### config.mk
export PLATFORM = sky130hd
export DESIGN_NAME = buffered_uart
export DESIGN_NICKNAME = d
export VERILOG_FILES = /design/src/rtl/buffered_uart_pkg.sv /design/src/rtl/buffered_uart_sync_fifo.sv /design/src/rtl/buffered_uart.sv
export SDC_FILE = /design/constraint.sdc
export NUM_CORES = 1
export LEC_CHECK = 0
export CORE_MARGIN = 2
export CORE_UTILIZATION = 55
export CTS_CLUSTER_SIZE = 12
export DETAILED_ROUTE_END_ITERATION = 10
export PLACE_DENSITY = 0.77
export SLEW_MARGIN = 0
export SYNTH_ARGS = -nofsm -noshare
export SYNTH_HDL_FRONTEND = slang
export SYNTH_HIERARCHICAL = 1
export SYNTH_SLANG_ARGS = --single-unit
export TNS_END_PERCENT = 100
### constraint.sdc
create_clock -name clk -period 7.8 [get_ports clk]
set_input_delay 1.95 -clock clk [delete_from_list [all_inputs] [get_ports clk]]
set_output_delay 1.95 -clock clk [all_outputs]
set_load 0.005 [all_outputs]
### src/rtl/buffered_uart_pkg.sv
// Shared definitions for buffered_uart: register offsets, STATUS/ERR bit
// positions, TX/RX state encodings and the parity helper.
package buffered_uart_pkg;

   localparam logic [1:0] REG_CLK_DIV = 2'd0;
   localparam logic [1:0] REG_STATUS  = 2'd1;
   localparam logic [1:0] REG_DATA    = 2'd2;
   localparam logic [1:0] REG_ERR     = 2'd3;

   localparam int STAT_TX_NOT_FULL  = 0;
   localparam int STAT_RX_NONEMPTY  = 1;
   localparam int STAT_TX_FULL      = 2;
   localparam int STAT_TX_IDLE      = 3;
   localparam int STAT_TX_LEVEL_LSB = 8;
   localparam int STAT_RX_LEVEL_LSB = 16;

   localparam int ERR_FRAMING     = 0;
   localparam int ERR_RX_OVERRUN  = 1;
   localparam int ERR_TX_OVERFLOW = 2;
   localparam int ERR_PARITY      = 3;
   localparam int ERR_PARITY_ON   = 8;
   localparam int ERR_PARITY_ODD  = 9;

   typedef enum logic [2:0] {
      TX_IDLE   = 3'd0,
      TX_START  = 3'd1,
      TX_DATA   = 3'd2,
      TX_PARITY = 3'd3,
      TX_STOP   = 3'd4
   } tx_state_e;

   typedef enum logic [2:0] {
      RX_IDLE      = 3'd0,
      RX_START     = 3'd1,
      RX_DATA      = 3'd2,
      RX_PARITY    = 3'd3,
      RX_STOP      = 3'd4,
      RX_WAIT_HIGH = 3'd5
   } rx_state_e;

   // Even parity makes the total count of ones even; odd flips the bit.
   function automatic logic parity_bit(input logic [7:0] data, input logic odd);
      return (^data) ^ odd;
   endfunction

endpackage

### src/rtl/buffered_uart_sync_fifo.sv
// Single-clock FIFO with first-word fall-through read data.
// Push and pop in the same cycle both succeed, even when full.
module sync_fifo #(
   parameter int WIDTH = 8,
   parameter int DEPTH = 16
) (
   input  logic                   clk,
   input  logic                   reset,
   input  logic                   push,
   input  logic [WIDTH-1:0]       push_data,
   input  logic                   pop,
   output logic [WIDTH-1:0]       pop_data,
   output logic                   full,
   output logic                   empty,
   output logic [$clog2(DEPTH):0] level
);
   localparam int AW = $clog2(DEPTH);
   localparam logic [AW:0] FULL_COUNT = (AW + 1)'(DEPTH);

   logic [WIDTH-1:0] mem [DEPTH];
   logic [AW-1:0]    wr_ptr_q, wr_ptr_d;
   logic [AW-1:0]    rd_ptr_q, rd_ptr_d;
   logic [AW:0]      count_q, count_d;
   logic             do_push_s, do_pop_s;

   assign full      = (count_q == FULL_COUNT);
   assign empty     = (count_q == '0);
   assign level     = count_q;
   assign pop_data  = mem[rd_ptr_q];
   assign do_pop_s  = pop && !empty;
   assign do_push_s = push && (!full || do_pop_s);

   always_comb begin
      wr_ptr_d = wr_ptr_q;
      rd_ptr_d = rd_ptr_q;
      count_d  = count_q;
      if (do_push_s) wr_ptr_d = wr_ptr_q + 1'b1;
      else           wr_ptr_d = wr_ptr_q;
      if (do_pop_s)  rd_ptr_d = rd_ptr_q + 1'b1;
      else           rd_ptr_d = rd_ptr_q;
      case ({do_push_s, do_pop_s})
         2'b10:   count_d = count_q + 1'b1;
         2'b01:   count_d = count_q - 1'b1;
         default: count_d = count_q;
      endcase
   end

   always_ff @(posedge clk) begin
      if (reset) begin
         wr_ptr_q <= '0;
         rd_ptr_q <= '0;
         count_q  <= '0;
      end else begin
         wr_ptr_q <= wr_ptr_d;
         rd_ptr_q <= rd_ptr_d;
         count_q  <= count_d;
      end
   end

   // Storage is deliberately left without reset.
   always_ff @(posedge clk) begin
      if (do_push_s) mem[wr_ptr_q] <= push_data;
   end

endmodule

### src/rtl/buffered_uart.sv
// Buffered UART with TX/RX byte FIFOs behind a four-register bus window.
// Parity support is compiled in only when BUFFERED_UART_PARITY_EN is defined.
module buffered_uart
   import buffered_uart_pkg::*;
#(
   parameter int FIFO_DEPTH = 16,
   parameter int DIV_WIDTH  = 16
) (
   input  logic        clk,
   input  logic        reset,
   input  logic        rx_in,
   output logic        tx_out,
   input  logic [31:0] address_in,
   input  logic        sel_in,
   input  logic        read_in,
   output logic [31:0] read_value_out,
   input  logic [3:0]  write_mask_in,
   input  logic [31:0] write_value_in
);
   localparam int LW = $clog2(FIFO_DEPTH) + 1;

   logic [1:0]           reg_idx;
   logic                 data_rd_s, data_wr_s, err_wr_s, tx_ovf_s;
   logic [DIV_WIDTH-1:0] clk_div_q, clk_div_d;
   logic [3:0]           err_q, err_d, err_clr_s, rx_err_set_s;
   logic                 parity_on_s, parity_odd_s;

   logic                 tx_pop_s, tx_full_s, tx_empty_s;
   logic [7:0]           tx_head_s;
   logic [LW-1:0]        tx_level_s;
   logic                 rx_push_s, rx_full_s, rx_empty_s;
   logic [7:0]           rx_head_s;
   logic [LW-1:0]        rx_level_s;
   logic [8:0]           tx_level9_s, rx_level9_s;
   logic [31:0]          status_s;

   tx_state_e            tx_state_q, tx_state_d;
   logic [DIV_WIDTH-1:0] tx_cnt_q, tx_cnt_d;
   logic [2:0]           tx_bit_q, tx_bit_d;
   logic [7:0]           tx_byte_q, tx_byte_d;
   logic                 tx_out_q, tx_out_d;

   rx_state_e            rx_state_q, rx_state_d;
   logic [DIV_WIDTH-1:0] rx_cnt_q, rx_cnt_d;
   logic [2:0]           rx_bit_q, rx_bit_d;
   logic [7:0]           rx_byte_q, rx_byte_d;
   logic                 rx_par_err_q, rx_par_err_d;
   logic                 rx_prev_q, rx_prev_d;

   logic                 unused_s;

   assign reg_idx   = address_in[3:2];
   assign data_rd_s = sel_in && read_in && (reg_idx == REG_DATA);
   assign data_wr_s = sel_in && write_mask_in[0] && (reg_idx == REG_DATA);
   assign err_wr_s  = sel_in && (reg_idx == REG_ERR);
   assign tx_ovf_s  = data_wr_s && tx_full_s && !tx_pop_s;
   assign tx_out    = tx_out_q;
   assign unused_s  = ^{address_in[31:4], address_in[1:0], write_value_in[31:8],
                        tx_level9_s[8], rx_level9_s[8]};

   sync_fifo #(.WIDTH(8), .DEPTH(FIFO_DEPTH)) u_tx_fifo (
      .clk(clk), .reset(reset), .push(data_wr_s), .push_data(write_value_in[7:0]),
      .pop(tx_pop_s), .pop_data(tx_head_s), .full(tx_full_s), .empty(tx_empty_s),
      .level(tx_level_s)
   );

   sync_fifo #(.WIDTH(8), .DEPTH(FIFO_DEPTH)) u_rx_fifo (
      .clk(clk), .reset(reset), .push(rx_push_s), .push_data(rx_byte_q),
      .pop(data_rd_s), .pop_data(rx_head_s), .full(rx_full_s), .empty(rx_empty_s),
      .level(rx_level_s)
   );

`ifdef BUFFERED_UART_PARITY_EN
   localparam logic [3:0] ERR_IMPL = 4'hF;
   logic parity_on_q, parity_on_d, parity_odd_q, parity_odd_d;

   always_comb begin
      parity_on_d  = parity_on_q;
      parity_odd_d = parity_odd_q;
      if (err_wr_s && write_mask_in[1]) begin
         parity_on_d  = write_value_in[ERR_PARITY_ON];
         parity_odd_d = write_value_in[ERR_PARITY_ODD];
      end else begin
         parity_on_d  = parity_on_q;
         parity_odd_d = parity_odd_q;
      end
   end

   always_ff @(posedge clk) begin
      if (reset) begin
         parity_on_q  <= 1'b0;
         parity_odd_q <= 1'b0;
      end else begin
         parity_on_q  <= parity_on_d;
         parity_odd_q <= parity_odd_d;
      end
   end

   assign parity_on_s  = parity_on_q;
   assign parity_odd_s = parity_odd_q;
`else
   localparam logic [3:0] ERR_IMPL = 4'h7;
   assign parity_on_s  = 1'b0;
   assign parity_odd_s = 1'b0;
`endif

   always_comb begin
      clk_div_d = clk_div_q;
      err_clr_s = 4'h0;
      if (sel_in && (reg_idx == REG_CLK_DIV)) begin
         for (int i = 0; i < DIV_WIDTH; i++) begin
            if (write_mask_in[i/8]) clk_div_d[i] = write_value_in[i];
            else                    clk_div_d[i] = clk_div_q[i];
         end
      end else begin
         clk_div_d = clk_div_q;
      end
      if (err_wr_s && write_mask_in[0]) err_clr_s = write_value_in[3:0];
      else                              err_clr_s = 4'h0;
      // New events win over a simultaneous write-1-to-clear.
      err_d = ((err_q & ~err_clr_s) | rx_err_set_s | {1'b0, tx_ovf_s, 2'b00}) & ERR_IMPL;
   end

   always_comb begin
      tx_state_d = tx_state_q;
      tx_cnt_d   = tx_cnt_q;
      tx_bit_d   = tx_bit_q;
      tx_byte_d  = tx_byte_q;
      tx_pop_s   = 1'b0;
      if (tx_state_q == TX_IDLE) begin
         if (!tx_empty_s) begin
            tx_pop_s   = 1'b1;
            tx_byte_d  = tx_head_s;
            tx_state_d = TX_START;
            tx_cnt_d   = clk_div_q;
         end else begin
            tx_state_d = TX_IDLE;
         end
      end else if (tx_cnt_q != '0) begin
         tx_cnt_d = tx_cnt_q - 1'b1;
      end else begin
         tx_cnt_d = clk_div_q;
         case (tx_state_q)
            TX_START: begin
               tx_state_d = TX_DATA;
               tx_bit_d   = 3'd0;
            end
            TX_DATA: begin
               if (tx_bit_q == 3'd7) tx_state_d = parity_on_s ? TX_PARITY : TX_STOP;
               else                  tx_bit_d   = tx_bit_q + 3'd1;
            end
            TX_PARITY: tx_state_d = TX_STOP;
            TX_STOP: begin
               if (!tx_empty_s) begin
                  tx_pop_s   = 1'b1;
                  tx_byte_d  = tx_head_s;
                  tx_state_d = TX_START;
               end else begin
                  tx_state_d = TX_IDLE;
               end
            end
            default: tx_state_d = TX_IDLE;
         endcase
      end
      case (tx_state_d)
         TX_START:  tx_out_d = 1'b0;
         TX_DATA:   tx_out_d = tx_byte_d[tx_bit_d];
         TX_PARITY: tx_out_d = parity_bit(tx_byte_d, parity_odd_s);
         default:   tx_out_d = 1'b1;
      endcase
   end

   always_comb begin
      rx_state_d   = rx_state_q;
      rx_cnt_d     = rx_cnt_q;
      rx_bit_d     = rx_bit_q;
      rx_byte_d    = rx_byte_q;
      rx_par_err_d = rx_par_err_q;
      rx_prev_d    = rx_in;
      rx_push_s    = 1'b0;
      rx_err_set_s = 4'h0;
      case (rx_state_q)
         RX_IDLE: begin
            if (rx_prev_q && !rx_in) begin
               rx_state_d = RX_START;
               rx_cnt_d   = clk_div_q >> 1;
            end else begin
               rx_state_d = RX_IDLE;
            end
         end
         RX_WAIT_HIGH: begin
            if (rx_in) rx_state_d = RX_IDLE;
            else       rx_state_d = RX_WAIT_HIGH;
         end
         default: begin
            if (rx_cnt_q != '0) begin
               rx_cnt_d = rx_cnt_q - 1'b1;
            end else begin
               rx_cnt_d = clk_div_q;
               case (rx_state_q)
                  RX_START: begin
                     if (rx_in) begin
                        rx_state_d = RX_IDLE;
                     end else begin
                        rx_state_d   = RX_DATA;
                        rx_bit_d     = 3'd0;
                        rx_par_err_d = 1'b0;
                     end
                  end
                  RX_DATA: begin
                     rx_byte_d[rx_bit_q] = rx_in;
                     if (rx_bit_q == 3'd7) rx_state_d = parity_on_s ? RX_PARITY : RX_STOP;
                     else                  rx_bit_d   = rx_bit_q + 3'd1;
                  end
                  RX_PARITY: begin
                     rx_par_err_d = (rx_in != parity_bit(rx_byte_q, parity_odd_s));
                     rx_state_d   = RX_STOP;
                  end
                  RX_STOP: begin
                     if (rx_in) begin
                        rx_state_d = RX_IDLE;
                        if (rx_par_err_q)                  rx_err_set_s[ERR_PARITY]     = 1'b1;
                        else if (rx_full_s && !data_rd_s)  rx_err_set_s[ERR_RX_OVERRUN] = 1'b1;
                        else                               rx_push_s                    = 1'b1;
                     end else begin
                        rx_err_set_s[ERR_FRAMING] = 1'b1;
                        rx_state_d                = RX_WAIT_HIGH;
                     end
                  end
                  default: rx_state_d = RX_IDLE;
               endcase
            end
         end
      endcase
   end

   always_ff @(posedge clk) begin
      if (reset) begin
         clk_div_q    <= '1;
         err_q        <= 4'h0;
         tx_state_q   <= TX_IDLE;
         tx_cnt_q     <= '0;
         tx_bit_q     <= 3'd0;
         tx_byte_q    <= 8'h00;
         tx_out_q     <= 1'b1;
         rx_state_q   <= RX_IDLE;
         rx_cnt_q     <= '0;
         rx_bit_q     <= 3'd0;
         rx_byte_q    <= 8'h00;
         rx_par_err_q <= 1'b0;
         rx_prev_q    <= 1'b1;
      end else begin
         clk_div_q    <= clk_div_d;
         err_q        <= err_d;
         tx_state_q   <= tx_state_d;
         tx_cnt_q     <= tx_cnt_d;
         tx_bit_q     <= tx_bit_d;
         tx_byte_q    <= tx_byte_d;
         tx_out_q     <= tx_out_d;
         rx_state_q   <= rx_state_d;
         rx_cnt_q     <= rx_cnt_d;
         rx_bit_q     <= rx_bit_d;
         rx_byte_q    <= rx_byte_d;
         rx_par_err_q <= rx_par_err_d;
         rx_prev_q    <= rx_prev_d;
      end
   end

   assign tx_level9_s = 9'(tx_level_s);
   assign rx_level9_s = 9'(rx_level_s);

   always_comb begin
      status_s                                        = 32'h0;
      status_s[STAT_TX_NOT_FULL]                      = !tx_full_s;
      status_s[STAT_RX_NONEMPTY]                      = !rx_empty_s;
      status_s[STAT_TX_FULL]                          = tx_full_s;
      status_s[STAT_TX_IDLE]                          = (tx_state_q == TX_IDLE) && tx_empty_s;
      status_s[STAT_TX_LEVEL_LSB +: 8]                = tx_level9_s[7:0];
      status_s[STAT_RX_LEVEL_LSB +: 8]                = rx_level9_s[7:0];
      read_value_out                                  = 32'h0;
      if (sel_in) begin
         case (reg_idx)
            REG_CLK_DIV: read_value_out = 32'(clk_div_q);
            REG_STATUS:  read_value_out = status_s;
            REG_DATA:    read_value_out = rx_empty_s ? 32'hFFFF_FFFF : {24'h0, rx_head_s};
            REG_ERR:     read_value_out = {22'h0, parity_odd_s, parity_on_s, 4'h0, err_q};
            default:     read_value_out = 32'h0;
         endcase
      end else begin
         read_value_out = 32'h0;
      end
   end

endmodule

* Word-level counts from Yosys, hierarchy flattened
Memories as Yosys holds them, arrays and structs flattened. A register that Yosys moved wholly into a read port is not among the register bits. Cells that the tools add are included.
Word-level totals: memories 2, logic and storage cells 189, input bits 73, bits in writable memories 256, output and inout bits 33, register bits 108
Memory list:
- u_rx_fifo.mem | words 16, bits a word 8, rd ports 1, clocked after memory_dff 1, write ports 1, line buffered_uart_sync_fifo.sv:20 | logic [WIDTH-1:0] mem [DEPTH];
- u_tx_fifo.mem | words 16, bits a word 8, rd ports 1, clocked after memory_dff 1, write ports 1, line buffered_uart_sync_fifo.sv:20
Operators by class: add/subtract/negate cells 12, bitwise operators 7, $lt $le $gt $ge 3, multiplexer cells 68, reduce and logical (&&, ||, !) cells 47, equal/unequal tests 30
Operators with widths (number):
- $pmux 32 s4 | 1
- $mux 16 | 5
- $mux 32 | 2
- $mux 3 | 12
- $mux 8 | 4
- $pmux 16 s2 | 1
- $reduce_bool 16->1 | 2
- $sub 16x1->16 const B | 2
- $pmux 3 s4 | 2
- $mux 1 | 23
- $pmux 5 s2 | 2
- $eq 3x2->1 const B | 6
- $pmux 3 s2 | 3
- $logic_and 1x1->1 | 17
- $add 4x1->4 const B | 4
- $mux 4 | 4
- $reduce_xor 8->1 | 2
- $eq 3x3->1 const B | 5
- $add 5x1->5 const B | 2
- $eq 5x5->1 const B | 2
- $logic_not 5->1 | 2
- $sub 5x1->5 const B | 2
- $eq 3x1->1 const B | 3
- $bwmux 8 | 1
- 29 further kinds | 58

* Longest topological paths before layout
Gate-level depths: netlist of the first run.
word-level depth 13, gate-level depth with buffers 18, gate-level depth less buffers 16

* Hierarchy
The synthesis of the first run kept the hierarchy.
Modules (own cells, without submodules):
- sync_fifo at u_rx_fifo | sequential area each 4184.0 um^2, cells an instance 326, area an instance 5869.4 um^2, times used 1
- sync_fifo at u_tx_fifo | sequential area each 4184.0 um^2, cells an instance 318, area an instance 5831.8 um^2, times used 1
- buffered_uart | sequential area each 1641.6 um^2, cells an instance 664, area an instance 5109.9 um^2, times used 1

* Worst setup path before layout of the first run
Ideal clock, no wire load.
path kind input port to output port, start input address_in[3], end output read_value_out[10], setup slack 2.901 ns, data required time 5.850 ns, stages on the path 6, buffers on the path 2, arrival time 2.949 ns, path through clkbuf_1 -> nand2_1 -> or2_2 -> clkbuf_1 -> o21ai_0 -> and2_1
Between the ends: longest elaborated chain between the ends 3, elaborated cells between the ends (all ways) 6, those cells by class eq/ne (3); mux (2); reduce/logical (1)
RTL lines:
- start, declared | line buffered_uart.sv:13 | input logic [31:0] address_in,
- $eq 2x2->1 (tied with other cells) | line buffered_uart.sv:282 | case (reg_idx)
- $pmux 32 s4 * | line buffered_uart.sv:282
- $mux 32 * | line buffered_uart.sv:281 | if (sel_in) begin
- end, declared | line buffered_uart.sv:16 | output logic [31:0] read_value_out,
Every way passes the cells marked *; elsewhere a longest branch is shown, timed or not.

* Worst setup path in the final report of the first run
start input address_in[2], end output read_value_out[20]
Same word-level chain as after synthesis.

==> results.yml, run 1 <==
layout:
  syn_to_final_growth_pct: 12.14
  drive_gt1_share_pct: 12.45
  n_fill_cell: 2200
  fin_util_pct: 62.12
  final_cells: 1769
  diodes: 0
  design_area_um2: 18850
  nNetsFinal: 1441
power_and_ir_drop:
  switching_power_mw: 1.488
  power.leakage_nw: 6.431
  powerDensity_nw_per_um2: 270.4
  p_int_mw: 3.609
  clkPwrFrac_pct: 34.3
  ir_drop_mv: 0.1719
  p_comb_share_pct: 20.3
  p_seq_share_pct: 45.4
  swShare_pct: 29.19
worst_setup_path:
  worst_setup_path_start_kind: "input pin"
  cp-end-kind: "output port"
  cp_top_family: "buffers and inverters"
  crit-reg2reg-launch: "rx_cnt_q[0]"
  arrival_ps: 4300
  cp_common_cell: "clkdlybuf4s50_1"
  max_stage_delay_ps: 700
  worstSetupPathType: "in -> out"
  cp_slowest_cell: "clkdlybuf4s50_1"
  path_buf_inv: 3
  r2r_slack_ps: 3620
  crit_chain: "clkdlybuf4s50_1 > buf_4 > nor2b_1 > nand2_1 > a21boi_0 > clkdlybuf4s50_1"
  r2r_cells: 16
  cp_data_required_time_ps: 5850
  worstReg2RegEnd: "u_rx_fifo/level[4]"
  cp_max_fo: 17
logic_synthesis:
  yosysMostFrequentCell: "edfxtp_1"
  synth_warnings: 6
  synth-edff-count: 256
  synth_ff_type: "edfxtp_1"
  netlist_area_um2: 16810
  syn_area_per_cell_um2: 12.85
  synth_top_area_share_pct: 45.73
  syn_nets: 1405
  synthTopCellsByCount: "edfxtp_1, nor2_1, dfxtp_1"
  synthArstFlopShare_pct: 0
  yosys.area.top_type: "edfxtp_1"
  synth.area.top_cells: "edfxtp_1, dfxtp_1, mux4_2"
  syn_inst: 1308
  ys_types: 75
  ys_seq_elements: 372
  seq_area_frac_synth_pct: 59.54
floorplan:
  coreArea_um2: 30350
  die_w_um: 178.8
  initial_core_util_pct: 55.39
  die_h_um: 178.8
  fp-row-count: 64
  floorplan.die_area_um2: 31980
  ios: 106
grt:
  grt_pass1_vias: 10260
  grt_overflow: 0
  grt_pass1_wl_um: 57520
  grt_max_degree: 95
  grt.total_usage_pct: 23.48
  antenna_found_initial: 0
routing:
  first_pass_iters: 5
  via_per_inst: 6.159
  dr.first_iter.drc_count: 1116
  routedWlPerCell_um: 21.02
  dr_total_vias: 10900
  finalWirelength_um: 37190
  drc: 0
  postRouteAntennaNets: 0
placed_design:
  io_buffers: 57
  dpl.hpwl_um: 23900
  dpl_cell_area_um2: 17650
  place.gp.congestion: 0.8415
  dp.cells: 1699
sta:
  finalSetupTns_ps: 0
  fin_skew_ps: 27.21
  hold-worst-slack_ps: 469.9
  period_share_pct: 80.13
  setup_violations: 0
  tightest_slew_ps: 1030
  period_needed_ps: 6250
  max_freq_mhz: 160.0
  finalMaxSlewViolations: 0
  slew_headroom_pct: 31.33
  grt_setup_unrepaired: "no"
  hold_violations: 0
clock_network:
  clockBufferDepth: 3
  hold_buffers: 0
  clk_latency_ps: 540
  cts_tree: "done"
  path_clk_slew_ps: 60
  cts_sinks: 372
  root_buffer: "clkbuf_16"
  cts_resized: 0
  numCtsBuffers: 39
  post_cts_buffers: 0
  htree_levels: 2
min_path:
  hold_start: "rx_par_err_q"
  hold_class: "reg -> reg"
  min_to: "rx_par_err_q"
  holdPathStages: 2
run:
  cap_violations: 0
status:
  outcome: "finished clean"
per-stage QoR:
stage                     setup WS, ps  power [mW]
final                             1550       5.097
after global routing              1437       5.333
after CTS                         1574       5.110
after detailed placement          1583       3.365
after global placement            1624       3.329
after floorplan                   2901       3.132
worst register-to-register path, cell delays in order, from the launching register on:
cell and delay [ps]:
dfxtp_1 350, inv_1 70, ha_1 180, nor3b_1 400, and3b_1 390, and3_1 300, nand2_1 70, nor3_1 270
a21boi_0 220, buf_4 220, nor2b_1 100, o21ai_4 90, inv_2 110, ha_1 330, o2bb2ai_1 290, a2111oi_0 110
or4_1 550
layout make-up:
type	instances	area [um^2]	share of cell area, %
inverter	31	116.4	0.6172
timing repair buffer	78	725.7	3.849
sequential	372	10010	53.11
tap	396	495.5	2.628
multi-input combinational	822	6300	33.42
clock buffer	63	1100	5.834
clock inverter	7	102.6	0.5442
metal layers:
layer,track usage [%],share of wire [%]
met5,0,0
met4,6.572,2.4
met3,3.796,6.9
met2,39.50,50
met1,31.73,41
registers in the layout (all words and copies together) (netlist names), 3 cells and up, named ones only:
signal              cells
tx_byte_q               8
tx_cnt_q               16
err_q                   3
u_tx_fifo/level         5
u_rx_fifo/mem         128
tx_bit_q                3
u_tx_fifo/mem         128
u_rx_fifo/wr_ptr_q      4
u_rx_fifo/rd_ptr_q      4
tx_state_q              3
clk_div_q              16
rx_state_q              3
u_tx_fifo/rd_ptr_q      4
u_rx_fifo/level         5
rx_bit_q                3
rx_cnt_q               16
rx_byte_q               8
u_tx_fifo/wr_ptr_q      4
layout by cell type, fill, tap and decap left out, drive strengths merged, types with 5 or more instances in the layout:
| cell | Yosys | routed |
|---|---|---|
| edfxtp | 256 | 256 |
| o211ai | 14 | 14 |
| nor4 | 11 | 11 |
| nor3 | 34 | 34 |
| o22ai | 6 | 6 |
| nand4 | 8 | 8 |
| or4 | 9 | 9 |
| nor2 | 126 | 126 |
| ha | 22 | 22 |
| nand3 | 20 | 20 |
| nor2b | 35 | 35 |
| and2 | 12 | 12 |
| mux2i | 31 | 31 |
| inv | 31 | 32 |
| clkdlybuf4s50 | 0 | 56 |
| o21a | 8 | 8 |
| and3 | 9 | 9 |
| clkbuf | 52 | 63 |
| nor3b | 11 | 11 |
| mux2 | 5 | 5 |
| dfxtp | 116 | 116 |
| buf | 30 | 22 |
| mux4 | 64 | 64 |
| nand2 | 89 | 89 |
| a32oi | 5 | 5 |
| xnor2 | 28 | 28 |
| o21ai | 55 | 55 |
| a22oi | 37 | 37 |
| a211o | 18 | 18 |
| a21oi | 66 | 66 |
| a21boi | 10 | 10 |
| nand3b | 6 | 6 |
| nand2b | 16 | 16 |
| xor2 | 12 | 12 |
| a211oi | 11 | 11 |
power groups by stage:
| stage | registers [mW] | logic (mW) | clock network [mW] |
|---|---|---|---|
| after floorplan | 2.30 | 0.831 | 0 |
| after global placement | 2.35 | 0.983 | 0 |
| after detailed placement | 2.35 | 1.01 | 0 |
| after CTS | 2.31 | 1.02 | 1.77 |
| after global routing | 2.33 | 1.15 | 1.86 |
| final | 2.32 | 1.03 | 1.75 |
worst max-delay path by stage:
| stage | start | to | cells past startpoint |
|---|---|---|---|
| finish | address_in[2] | read_value_out[20] | 6 |
| global route | address_in[2] | read_value_out[20] | 6 |
| CTS | address_in[2] | read_value_out[20] | 6 |
| detailed placement | address_in[2] | read_value_out[20] | 6 |
| global placement | address_in[2] | read_value_out[20] | 6 |
| floorplan | address_in[3] | read_value_out[10] | 6 |
kinds of logic (layout without fill, tap and decap cells):
kind of cell / count (synthesis) / after routing / share of synthesized area, %
AO/OA/AOI/OAI: 260 / 260 / 10.57
XOR/XNOR: 40 / 40 / 2.084
adder cells (fa/ha/maj): 24 / 24 / 1.876
buffers and inverters: 114 / 179 / 2.985
flip-flops: 372 / 372 / 59.54
multiplexers: 100 / 100 / 10.75
AND/OR/NAND/NOR: 398 / 398 / 12.19
Power figures use the tool's default switching activity.
==> run 2: changes to the inputs <==
==> constraint.sdc (replaced) <==
create_clock -name clk -period 6.4 [get_ports clk]
set_input_delay 1.6 -clock clk [delete_from_list [all_inputs] [get_ports clk]]
set_output_delay 1.6 -clock clk [all_outputs]
set_load 0.005 [all_outputs]
==> results.yml, run 2 (synthesized netlist as in run 1, its figures left out) <==
status:
  outcome: "finished clean"
floorplan:
  initial_core_util_pct: 55.39
  ios: 106
  coreArea_um2: 30350
  fp-row-count: 64
  floorplan.die_area_um2: 31980
  die_h_um: 178.8
  die_w_um: 178.8
layout:
  regArea_um2: 10010
  reg_top3: "u_rx_fifo/mem (128), u_tx_fifo/mem (128)"
  fin_util_pct: 61.77
  multiInputGateArea_um2: 6300
  drive_gt1_share_pct: 11.89
  nNetsFinal: 1439
  mostFrequentLayoutCell: "edfxtp_1"
  layout_common_cells: "edfxtp_1, nor2_1, dfxtp_1, nand2_1, a21oi_1"
  diodes: 0
  n_fill_cell: 2252
  final_cells: 1767
  syn_to_final_growth_pct: 11.52
  design_area_um2: 18750
clock_network:
  htree_levels: 2
  cts_resized: 0
  hold_buffers: 0
  cts_sinks: 372
  clockBufferDepth: 3
  path_clk_slew_ps: 60
  root_buffer: "clkbuf_16"
  clk_latency_ps: 520
  post_cts_buffers: 0
  cts_tree: "done"
  numCtsBuffers: 38
sta:
  finalSetupTns_ps: 0
  setup_violations: 0
  period_needed_ps: 5365
  period_share_pct: 83.82
  finalMaxSlewViolations: 0
  timing.final.ws_setup_ps: 1035
  max_freq_mhz: 186.4
  hold-worst-slack_ps: 468.6
  hold_violations: 0
  fin_skew_ps: 24.37
  grt_setup_unrepaired: "no"
  slew_headroom_pct: 34.27
  tightest_slew_ps: 982.3
routing:
  routedWlPerCell_um: 21.25
  dr_total_vias: 10900
  dr.first_iter.drc_count: 1117
  via_per_inst: 6.170
  drc: 0
  postRouteAntennaNets: 0
  first_pass_iters: 6
  finalWirelength_um: 37540
worst_setup_path:
  cp-end-kind: "output port"
  arrival_ps: 3760
  cp_data_required_time_ps: 4800
  worstSetupPathType: "in -> out"
  cp_max_fo: 13
  worst_setup_path_start_kind: "input pin"
  r2r_slack_ps: 2180
grt:
  grt_overflow: 0
  grt_pass1_vias: 10350
  grt_pass1_wl_um: 57860
  grt_max_degree: 75
  grt.total_usage_pct: 23.69
  antenna_found_initial: 0
placed_design:
  dpl.hpwl_um: 24080
  dp.cells: 1698
  place.gp.congestion: 0.8825
  dp_slack_ps: 1006
  dpl_cell_area_um2: 17640
  io_buffers: 57
power_and_ir_drop:
  powerDensity_nw_per_um2: 324.4
  power_mw: 6.082
  ir_drop_mv: 0.2377
  power.leakage_nw: 6.383
run:
  cap_violations: 0
min_path:
  hold_class: "reg -> reg"
[run 2: changes by cell type in the layout (fill, tap and decap cells not counted), sizes merged]
cell      delta
buf          -1
bufinv       -1
clkbuf       -2
clkinv       +3
clkinvlp     -1
[run 2: final timing paths]
kind / start / to / cells after the start
worst max-delay path: address_in[3] / read_value_out[20] / 5
worst min-delay path: rx_par_err_q / rx_par_err_q / 2
worst max register to register: rx_cnt_q[0] / u_rx_fifo/level[4] / 16
worst min register to register: rx_par_err_q / rx_par_err_q / 2
[run 2: report_power, final]
part | switching [mW] | total [mW] | internal (mW) | leakage [nW]
Sequential | 0.167 | 2.83 | 2.66 | 3.31
Combinational | 0.730 | 1.24 | 0.508 | 2.54
Clock | 0.871 | 2.01 | 1.14 | 0.533
[run 2: metal layers]
layer / track usage (%) / wire length (um) / up-vias
li1: - / - / 5015
met1: 32.60 / 15850 / 5407
met2: 39.05 / 18530 / 393
met3: 3.159 / 2036 / 87
met4: 7.995 / 1122 / 0
met5: 0 / 0 / -
[run 2: worst max-delay path: stages]
cell,delay [ps]
clkdlybuf4s50_1,700
nand2_1,190
or2_2,430
a21boi_0,280
clkdlybuf4s50_1,560
[run 2: final cells by class]
type,count,share of cell area [%]
Sequential cell,372,53.40
Multi-Input combinational cell,822,33.60
Clock buffer,61,5.699
Timing Repair Buffer,77,3.831
Tap cell,396,2.643
Inverter,31,0.6207
Clock inverter,8,0.2002
==> run 3: changes to the inputs <==
==> constraint.sdc (replaced) <==
create_clock -name clk -period 5.6 [get_ports clk]
set_input_delay 1.4 -clock clk [delete_from_list [all_inputs] [get_ports clk]]
set_output_delay 1.4 -clock clk [all_outputs]
set_load 0.005 [all_outputs]
==> results.yml, run 3 (synthesized netlist as in run 1, its figures left out) <==
placed_design:
  place.gp.congestion: 0.8348
  io_buffers: 57
  dp_slack_ps: 591.4
  dpl.hpwl_um: 23950
min_path:
  holdPathStages: 2
  hold_class: "reg -> reg"
power_and_ir_drop:
  power.leakage_nw: 6.436
  ir_drop_mv: 0.3687
  powerDensity_nw_per_um2: 374.8
clock_network:
  post_cts_buffers: 0
  root_buffer: "clkbuf_16"
  cts_resized: 0
  hold_buffers: 0
  cts_tree: "done"
  htree_levels: 2
  clockBufferDepth: 3
  path_clk_slew_ps: 60
  cts_sinks: 372
  clk_latency_ps: 540
  numCtsBuffers: 38
floorplan:
  floorplan.die_area_um2: 31980
  coreArea_um2: 30350
  die_h_um: 178.8
  die_w_um: 178.8
  initial_core_util_pct: 55.39
  fp-row-count: 64
  ios: 106
routing:
  postRouteAntennaNets: 0
  dr_total_vias: 10840
  drc: 0
  first_pass_iters: 5
  via_per_inst: 6.131
  routedWlPerCell_um: 21.27
  dr.first_iter.drc_count: 1101
  finalWirelength_um: 37610
layout:
  mostFrequentLayoutCell: "edfxtp_1"
  drive_gt1_share_pct: 12.32
  diodes: 0
  layout_common_cells: "edfxtp_1, nor2_1, dfxtp_1, nand2_1, a21oi_1"
  n_fill_cell: 2215
  reg_top3: "u_rx_fifo/mem (128), u_tx_fifo/mem (128)"
  syn_to_final_growth_pct: 12.04
  nNetsFinal: 1443
worst_setup_path:
  r2r_cells: 15
  cp_top_family: "simple AND/OR/NAND/NOR gates"
  path_buf_inv: 2
  crit_chain: "or4_1 > buf_4 > nor2_1 > nand2_1 > or2_2 > a21boi_0 > clkdlybuf4s50_1"
  cp_slowest_cell: "clkdlybuf4s50_1"
  worstSetupPathType: "reg -> out"
  crit_cells: 7
  max_stage_delay_ps: 570
  cp_data_required_time_ps: 4200
  cp_max_fo: 10
  arrival_ps: 3730
  cp-end-kind: "output port"
  worst_setup_path_start_kind: "flip-flop"
grt:
  grt.total_usage_pct: 23.44
  grt_max_degree: 63
  grt_pass1_vias: 10360
  antenna_found_initial: 0
  grt_pass1_wl_um: 57760
  grt_overflow: 0
sta:
  timing.final.ws_setup_ps: 470.8
  setup_violations: 0
  hold-worst-slack_ps: 461.9
  period_share_pct: 91.59
  max_freq_mhz: 195.0
  finalMaxSlewViolations: 0
  fin_skew_ps: 18.11
  slew_headroom_pct: 33.29
  grt_setup_unrepaired: "no"
  hold_violations: 0
  finalSetupTns_ps: 0
  period_needed_ps: 5129
  tightest_slew_ps: 997.0
run:
  cap_violations: 0
status:
  outcome: "finished clean"
## run 3: worst paths after layout
kind,start,to,slack (ps)
setup reg to reg,rx_cnt_q[0],u_rx_fifo/level[4],1450
setup / recovery,u_rx_fifo/level[0],read_value_out[20],470
hold / removal,rx_par_err_q,rx_par_err_q,460
hold reg to reg,rx_par_err_q,rx_par_err_q,460
## run 3: layout make-up
cell class,instances,area [um^2],area share [%]
clock buffer,59,1060,5.626
clock inverter,7,103.9,0.5513
inverter,31,116.4,0.6178
multi-input combinational,822,6300,33.45
sequential,372,10010,53.16
tap,396,495.5,2.631
timing repair buffer,81,748.2,3.972
## run 3: through the flow
stage               cell area [um^2]  instances  util, %  total power, mW
floorplan                      16810       1308        -            4.363
global placement               17670       1702    58.23            4.642
detailed placement             17670       1702    58.23            4.699
CTS                            18840       1768    62.06            7.071
global route                   18840       1768    62.06            7.387
finish                         18840       1768    62.06            7.060
## run 3: worst min-delay path, delay by kind of cell, from the launching register on
family             cells  cell delay, ps
and+or+nand+nor        1              50
DFF                    1             310
AOI/OAI and AO/OA      1              50
## run 3: power breakdown
part	switching [mW]	internal (mW)
Sequential	0.193	3.04
Combinational	0.856	0.584
Clock	1.03	1.36
## run 3: routing by layer
| metal | vias to the layer above | part of all wire [%] | wire [um] | global-route usage (%) |
|---|---|---|---|---|
| met5 | - | 0 | 0 | 0 |
| met4 | 0 | 2.4 | 916 | 6.877 |
| met3 | 74 | 5.9 | 2202 | 3.075 |
| met2 | 367 | 50 | 18760 | 39.23 |
| met1 | 5395 | 42 | 15730 | 32.19 |
| li1 | 5003 | - | - | - |
